$ cat config.mk
export PLATFORM = sky130hd
export DESIGN_NAME = sr_latch_ctrl_flat
export DESIGN_NICKNAME = d
export VERILOG_FILES = /design/src/rtl/sr_latch_ctrl_pkg.sv /design/src/rtl/sr_latch_ctrl_if.sv /design/src/rtl/sr_latch_ctrl_rr_arbiter.sv /design/src/rtl/sr_latch_ctrl.sv /design/src/flat_wrapper.sv
export SDC_FILE = /design/constraint.sdc
export NUM_CORES = 1
export LEC_CHECK = 0
export ABC_AREA = 0
export BUFFER_PORTS_ARGS = -buffer_cell sky130_fd_sc_hd__clkbuf_2
export CAP_MARGIN = 20
export CORE_MARGIN = 3
export CORE_UTILIZATION = 53
export DETAILED_ROUTE_END_ITERATION = 8
export HOLD_SLACK_MARGIN = 0.05
export PLACE_DENSITY = 0.77
export RECOVER_POWER = 25
export SLEW_MARGIN = 20
export SYNTH_ARGS = -nofsm -noshare
export SYNTH_HDL_FRONTEND = slang
export SYNTH_SLANG_ARGS = --single-unit
$ cat constraint.sdc
create_clock -name clk -period 2.65 [get_ports clk]
set_clock_uncertainty 0.15 [all_clocks]
set_input_delay 0.53 -clock clk [delete_from_list [all_inputs] [get_ports clk]]
set_output_delay 0.53 -clock clk [all_outputs]
set_load 0.01 [all_outputs]
$ cat src/rtl/sr_latch_ctrl_pkg.sv
// Shared types and helpers for the SR latch sequencer: FSM encoding, op codes,
// requester index type and pointer wrap helper.
package sr_latch_ctrl_pkg;

    typedef enum logic [2:0] {
        ST_IDLE   = 3'd0,
        ST_SETUP  = 3'd1,
        ST_STROBE = 3'd2,
        ST_HOLD   = 3'd3,
        ST_DONE   = 3'd4
    } state_t;

    localparam logic OP_SET   = 1'b1;
    localparam logic OP_RESET = 1'b0;

    // Requester index wide enough for up to 8 requesters.
    localparam int IDX_W = 3;
    typedef logic [IDX_W-1:0] idx_t;

    function automatic idx_t wrap_inc(input idx_t idx, input int n);
        int nxt;
        nxt = int'(idx) + 1;
        return (nxt >= n) ? idx_t'(0) : idx_t'(nxt);
    endfunction

    function automatic int max3(input int a, input int b, input int c);
        int m;
        m = (a > b) ? a : b;
        return (m > c) ? m : c;
    endfunction

endpackage

$ cat src/rtl/sr_latch_ctrl_if.sv
// Requester-side and latch-side signals of the SR latch sequencer.
// master = requesters plus the latch readback; slave = the controller.
interface sr_latch_ctrl_if #(
    parameter int N_REQ = 4
);
    logic [N_REQ-1:0] req;
    logic [N_REQ-1:0] op;
    logic [N_REQ-1:0] grant;
    logic [N_REQ-1:0] done;
    logic             busy;
    logic             latch_S;
    logic             latch_R;
    logic             latch_clk;
    logic             latch_Q;
    logic             err;

    modport master (
        output req, op, latch_Q,
        input  grant, done, busy, latch_S, latch_R, latch_clk, err
    );

    modport slave (
        input  req, op, latch_Q,
        output grant, done, busy, latch_S, latch_R, latch_clk, err
    );
endinterface

$ cat src/rtl/sr_latch_ctrl_rr_arbiter.sv
// Combinational round-robin pick: first asserted req scanning upward from ptr,
// wrapping modulo N_REQ.
module rr_arbiter
    import sr_latch_ctrl_pkg::*;
#(
    parameter int N_REQ = 4
) (
    input  logic [N_REQ-1:0] req,
    input  idx_t             ptr,
    output logic [N_REQ-1:0] grant_onehot,
    output idx_t             sel_index
);
    logic found;
    int   pos;

    always_comb begin
        grant_onehot = '0;
        sel_index    = '0;
        found        = 1'b0;
        pos          = 0;
        for (int i = 0; i < N_REQ; i++) begin
            pos = int'(ptr) + i;
            if (pos >= N_REQ) pos = pos - N_REQ;
            // Constant inner index keeps every select static after unrolling.
            for (int j = 0; j < N_REQ; j++) begin
                if (!found && (j == pos) && req[j]) begin
                    found           = 1'b1;
                    grant_onehot[j] = 1'b1;
                    sel_index       = idx_t'(j);
                end
            end
        end
    end
endmodule

$ cat src/rtl/sr_latch_ctrl.sv
// Round-robin sequencer sharing one gated SR latch: setup/strobe/hold write cycle.
// Optional latch_Q readback check enabled by defining SR_LATCH_CTRL_READBACK_EN.
module sr_latch_ctrl
    import sr_latch_ctrl_pkg::*;
#(
    parameter int N_REQ      = 4,
    parameter int SETUP_CYC  = 1,
    parameter int STROBE_CYC = 2,
    parameter int HOLD_CYC   = 1
) (
    input logic           clk,
    input logic           nRst,
    sr_latch_ctrl_if.slave bus
);
    localparam int MAX_CYC = max3(SETUP_CYC, STROBE_CYC, HOLD_CYC);
    localparam int CNT_W   = $clog2(MAX_CYC) + 1;

    state_t           state_q, state_d;
    logic [CNT_W-1:0] cnt_q, cnt_d;
    idx_t             ptr_q, ptr_d;
    idx_t             sel_q, sel_d;
    logic [N_REQ-1:0] grant_q, grant_d;
    logic [N_REQ-1:0] done_q, done_d;
    logic             op_q, op_d;
    logic             s_q, s_d;
    logic             r_q, r_d;
    logic             gate_q, gate_d;
    logic             err_q, err_d;

    logic [N_REQ-1:0] arb_grant;
    idx_t             arb_sel;
    logic             arb_op;

    rr_arbiter #(.N_REQ(N_REQ)) u_arb (
        .req          (bus.req),
        .ptr          (ptr_q),
        .grant_onehot (arb_grant),
        .sel_index    (arb_sel)
    );

    assign arb_op = |(bus.op & arb_grant);

    always_comb begin
        state_d = state_q;
        cnt_d   = cnt_q;
        ptr_d   = ptr_q;
        sel_d   = sel_q;
        grant_d = grant_q;
        done_d  = '0;
        op_d    = op_q;
        s_d     = s_q;
        r_d     = r_q;
        gate_d  = gate_q;
        err_d   = err_q;
        case (state_q)
            ST_IDLE: begin
                if (|bus.req) begin
                    state_d = ST_SETUP;
                    grant_d = arb_grant;
                    sel_d   = arb_sel;
                    op_d    = arb_op;
                    s_d     = (arb_op == OP_SET);
                    r_d     = (arb_op == OP_RESET);
                    cnt_d   = CNT_W'(SETUP_CYC - 1);
                end
            end
            ST_SETUP: begin
                if (cnt_q == '0) begin
                    state_d = ST_STROBE;
                    gate_d  = 1'b1;
                    cnt_d   = CNT_W'(STROBE_CYC - 1);
                end else begin
                    cnt_d = cnt_q - CNT_W'(1);
                end
            end
            ST_STROBE: begin
                if (cnt_q == '0) begin
                    state_d = ST_HOLD;
                    gate_d  = 1'b0;
                    cnt_d   = CNT_W'(HOLD_CYC - 1);
                end else begin
                    cnt_d = cnt_q - CNT_W'(1);
                end
            end
            ST_HOLD: begin
                if (cnt_q == '0) begin
                    state_d = ST_DONE;
                    s_d     = 1'b0;
                    r_d     = 1'b0;
                    grant_d = '0;
                    done_d  = grant_q;
                    ptr_d   = wrap_inc(sel_q, N_REQ);
`ifdef SR_LATCH_CTRL_READBACK_EN
                    // Latch must reflect the op once the gate has closed.
                    if (bus.latch_Q != op_q) err_d = 1'b1;
`endif
                end else begin
                    cnt_d = cnt_q - CNT_W'(1);
                end
            end
            ST_DONE: state_d = ST_IDLE;
            default: state_d = ST_IDLE;
        endcase
    end

    always_ff @(posedge clk or negedge nRst) begin
        if (!nRst) begin
            state_q <= ST_IDLE;
            cnt_q   <= '0;
            ptr_q   <= '0;
            sel_q   <= '0;
            grant_q <= '0;
            done_q  <= '0;
            op_q    <= 1'b0;
            s_q     <= 1'b0;
            r_q     <= 1'b0;
            gate_q  <= 1'b0;
            err_q   <= 1'b0;
        end else begin
            state_q <= state_d;
            cnt_q   <= cnt_d;
            ptr_q   <= ptr_d;
            sel_q   <= sel_d;
            grant_q <= grant_d;
            done_q  <= done_d;
            op_q    <= op_d;
            s_q     <= s_d;
            r_q     <= r_d;
            gate_q  <= gate_d;
            err_q   <= err_d;
        end
    end

    assign bus.grant     = grant_q;
    assign bus.done      = done_q;
    assign bus.busy      = (state_q != ST_IDLE);
    assign bus.latch_S   = s_q;
    assign bus.latch_R   = r_q;
    assign bus.latch_clk = gate_q;

`ifdef SR_LATCH_CTRL_READBACK_EN
    assign bus.err = err_q;
`else
    logic unused_readback;
    assign unused_readback = bus.latch_Q ^ err_q;
    assign bus.err = 1'b0;
`endif
endmodule

$ cat src/flat_wrapper.sv
// flat-port wrapper written by rule: the top's interface ports become plain ports
module sr_latch_ctrl_flat import sr_latch_ctrl_pkg::*;
#(
    parameter int N_REQ      = 4,
    parameter int SETUP_CYC  = 1,
    parameter int STROBE_CYC = 2,
    parameter int HOLD_CYC   = 1
)
  (clk, nRst, bus_req, bus_op, bus_latch_Q, bus_grant, bus_done, bus_busy, bus_latch_S, bus_latch_R, bus_latch_clk, bus_err);
  sr_latch_ctrl_if #(.N_REQ(N_REQ)) bus_i ();
  input logic clk;
  input logic nRst;
  input wire logic [$bits(bus_i.req)-1:0] bus_req;
  input wire logic [$bits(bus_i.op)-1:0] bus_op;
  input wire logic [$bits(bus_i.latch_Q)-1:0] bus_latch_Q;
  output wire logic [$bits(bus_i.grant)-1:0] bus_grant;
  output wire logic [$bits(bus_i.done)-1:0] bus_done;
  output wire logic [$bits(bus_i.busy)-1:0] bus_busy;
  output wire logic [$bits(bus_i.latch_S)-1:0] bus_latch_S;
  output wire logic [$bits(bus_i.latch_R)-1:0] bus_latch_R;
  output wire logic [$bits(bus_i.latch_clk)-1:0] bus_latch_clk;
  output wire logic [$bits(bus_i.err)-1:0] bus_err;
  assign bus_i.req = bus_req;
  assign bus_i.op = bus_op;
  assign bus_i.latch_Q = bus_latch_Q;
  assign bus_grant = bus_i.grant;
  assign bus_done = bus_i.done;
  assign bus_busy = bus_i.busy;
  assign bus_latch_S = bus_i.latch_S;
  assign bus_latch_R = bus_i.latch_R;
  assign bus_latch_clk = bus_i.latch_clk;
  assign bus_err = bus_i.err;
  sr_latch_ctrl #(.N_REQ(N_REQ), .SETUP_CYC(SETUP_CYC), .STROBE_CYC(STROBE_CYC), .HOLD_CYC(HOLD_CYC)) u_core (.clk(clk), .nRst(nRst), .bus(bus_i));
endmodule
==> metrics.md <==
| Metric | Value |
|---|---|
| Root buffer cell | clkbuf_4 |
| Layout cells sized above 1 | 20.83% |
| Avg Cell Area, Syn | 9.316 µm² |
| Largest net degree at the start of global routing | 22 |
| Synth Flop Type | dfrtp_1 |
| Seq pwr share | 42.2% |
| Library cells used by synthesis | 41 |
| Hold Vio Cnt, Final | 0 |
| Worst VDD drop | ~850 µV |
| Outcome | completed |
| Worst Hold Class | register to register |
| Gr usage total | between 10% and 20% |
| Least-Margin Pin Slew | around 1.1 ns |
| Cell Area, Placed | 0.001272 mm² |
| Synth area leader | dfrtp_1 |
| Final WS setup | 0.5599 ns |
| Worst path buffer plus inverter count | 1 |
| Cell breakdown of the critical path | or3_1 > clkbuf_2 |
| Initial DRC Count | 22 |
| Clock-pin slew on the worst setup and hold paths | 0.11 ns |
| Pre-CTS WS | 0.4437 ns |
| Clock power share | approximately a tenth |
| TritonCTS clock tree | yes |
| Post-synth ARST share | between 90% and 100% |
| Synth Register Bits | 21 |
| Worst Path Arrival | 1.41 ns |
| FF+latch area | 525.5 µm² |
| Bufs on Longest Clock Path | 2 |
| Int Power | ~790 µW |
| Total number of vias | 985 |
| CP required | 1.97 ns |
| Net Switching | ~620 µW |
| Clk Latency, worst-skew pair | approximately 0.30 ns |
| Antenna diodes | 0 |
| Leakage | 0.0006271 µW |
| # IOs | 24 |
| Fmax | 478.4 MHz |
| Final-report setup violation count | 0 |
| Sw Ratio | a little over two fifths |
| EDFF count, synth | 0 |
| Unrepaired setup endpoints after global routing | false |
| Commonest non-fill, non-tap cell in the layout | dfrtp_1 |
| Post-DP HPWL | approximately 1800 µm |
| CTS buffer count | 3 |
| Slew margin rel. | between 20% and 30% |
| Routed WL | between 2000 and 2500 µm |
| Setup CP Type | register to primary output |
| Global route overflow | 0 |
| Starting Density | 58.39% |
| CP max stage delay | about 0.49 ns |
| Num rows | 16 |
| Gp weighted congestion | approximately 0.79 |
| DR pass1 iterations | 5 |
| Synth top area share | 44.07% |
| Most frequent cells in the layout | dfrtp_1 (21), clkbuf_2 (20), nand2_1 (15), nor2_1 (12), o21ai_0 (8) |
| First-pass GRT wire length | 3939 µm |
| Synth warn | 0 |
| Area of the multi-input gates | 589.3 µm² |
| Max Fanout on Critical Path | 10 |
| Synth area leaders | dfrtp_1 (44%), nand2_1 (4.7%), ha_1 (4.2%) |
| Cell Pwr Density | 1075 mW/mm² |
| Maxcap violations | 0 |
| Crit path time final | 2.090 ns |
| Die width | 53.43 µm |
| TNS Setup | 0 ns |
| Synth Instances | 128 |
| Vias per cell | 5.760 |
| Final nets | 160 |
| Net Count, Synth | 143 |
| Core box area | 0.002042 mm² |
| Register area share after synthesis | 44.07% |
| Design Area, Final | approximately 0.0013 mm² |
| # H-tree levels | 1 |
| Remaining antenna violation count | 0 |
| Largest delay contributor family on the critical path | flip-flops |
| Die H | 53.43 µm |
| Critical Path End Type | primary output |
| Gate power share | 47.2% |
| Antenna violations before repair | 0 |
| Slew Limit Fails | 0 |
| DRC viols | 0 |
| Die area | 0.002855 mm² |
| Fillers | 187 |
| Post-DR wirelength/cell | 13.91 µm |
| Vias in the first global route | 861 |
| Clock sink count | 21 |
| Crit-path slowest cell | dfrtp_1 |
| Fin crit share | 78.87% |
| Port Buffer Count | 21 |
| P&R area growth vs syn | 9.759% |
| Mapped Area | 0.001192 mm² |
| Startpoint Class | register |
==> cells by family after synthesis <==
kind of cell    count (synthesis)  share of synthesized area, %
compound gates                 33                         19.62
xor+xnor                        1                        0.7347
simple gates                   51                         22.77
other cells                     1                        0.3145
flops                          21                         44.07
mux                             2                         1.784
buf+inv                        15                         6.506
fa+ha+maj                       4                         4.197
==> worst reg2reg max path: stages, from the launching register on <==
cell and delay, ns:
dfrtp_1 0.51, nor4_2 0.34, a31oi_1 0.12, a2111oi_4 0.41, a32oi_1 0.17, a32o_1 0.25
==> cell usage after synthesis, types with 3 or more instances <==
cell type  count
dfrtp_1       21
nand2_1       15
nor2_1        12
o21ai_0        8
a21oi_1        6
and2_1         5
clkbuf_1       5
inv_1          5
a31oi_1        4
ha_1           4
a22oi_1        3
nor3b_1        3
==> final cells by class <==
class,instances,share of cell area (%)
repair buffers,22,8.700
inverters,5,1.434
clock buffers,3,1.721
multi-input cells,92,45.03
flip-flops and latches,21,40.15
well taps,27,2.581
clock inverters,1,0.3824
==> routing by layer <==
| metal | GRT usage, % | routed length (µm) | up-vias |
|---|---|---|---|
| li1 | - | - | 481 |
| met4 | 5.532 | 13 | 0 |
| met5 | 0 | 0 | - |
| met2 | 28.57 | 1159 | 26 |
| met3 | 5.070 | 148 | 2 |
| met1 | 26.86 | 1056 | 476 |
==> registers in the layout (all words and copies together), names as in the netlist <==
name                  flops
u_core.ptr_q              3
u_core.bus.latch_S        1
u_core.sel_q              2
u_core.bus.latch_R        1
u_core.bus.latch_clk      1
u_core.bus.done           4
u_core.cnt_q              2
u_core.bus.grant          4
u_core.state_q            3
==> power groups by stage <==
stage	Clock, µW	Combinational (µW)	Sequential, µW
global placement	0	640	589
finish	149	663	594
detailed placement	0	665	596
floorplan	0	575	531
CTS	156	667	590
global route	169	760	618
==> stage by stage <==
stage / cells / hold slack (ns) / total power (µW) / util (%)
final: 171 / 0.3489 / 1407 / 64.09
after global routing: 171 / 0.3655 / 1547 / 64.09
after CTS: 171 / 0.3432 / 1414 / 64.15
after detailed placement: 166 / 0.3178 / 1261 / 62.32
after global placement: 166 / 0.3127 / 1228 / 62.32
after floorplan: 128 / 0.08441 / 1105 / -
==> path summary, 6_finish.rpt <==
| kind | cells past startpoint | start | slack, ns | end |
|---|---|---|---|---|
| max | 2 | u_core.state_q[2] | 0.56 | bus_busy |
| min reg2reg | 1 | u_core.sel_q[0] | 0.35 | u_core.ptr_q[0] |
| min in group asynchronous | 2 | nRst | 0.78 | u_core.bus.done[2] |
| max in group asynchronous | 2 | nRst | 0.92 | u_core.ptr_q[2] |
| min | 1 | u_core.sel_q[0] | 0.35 | u_core.ptr_q[0] |
| max reg2reg | 5 | u_core.ptr_q[0] | 0.60 | u_core.bus.latch_R |
==> what timing repair did <==
item / CTS / global route
gates resized for setup: 0 / 0
hold buffers: 1 / 0
buffers inserted: 0 / 0
endpoints found under the hold margin: 21 / 0
Note: power is estimated with default switching activity, not from simulation.
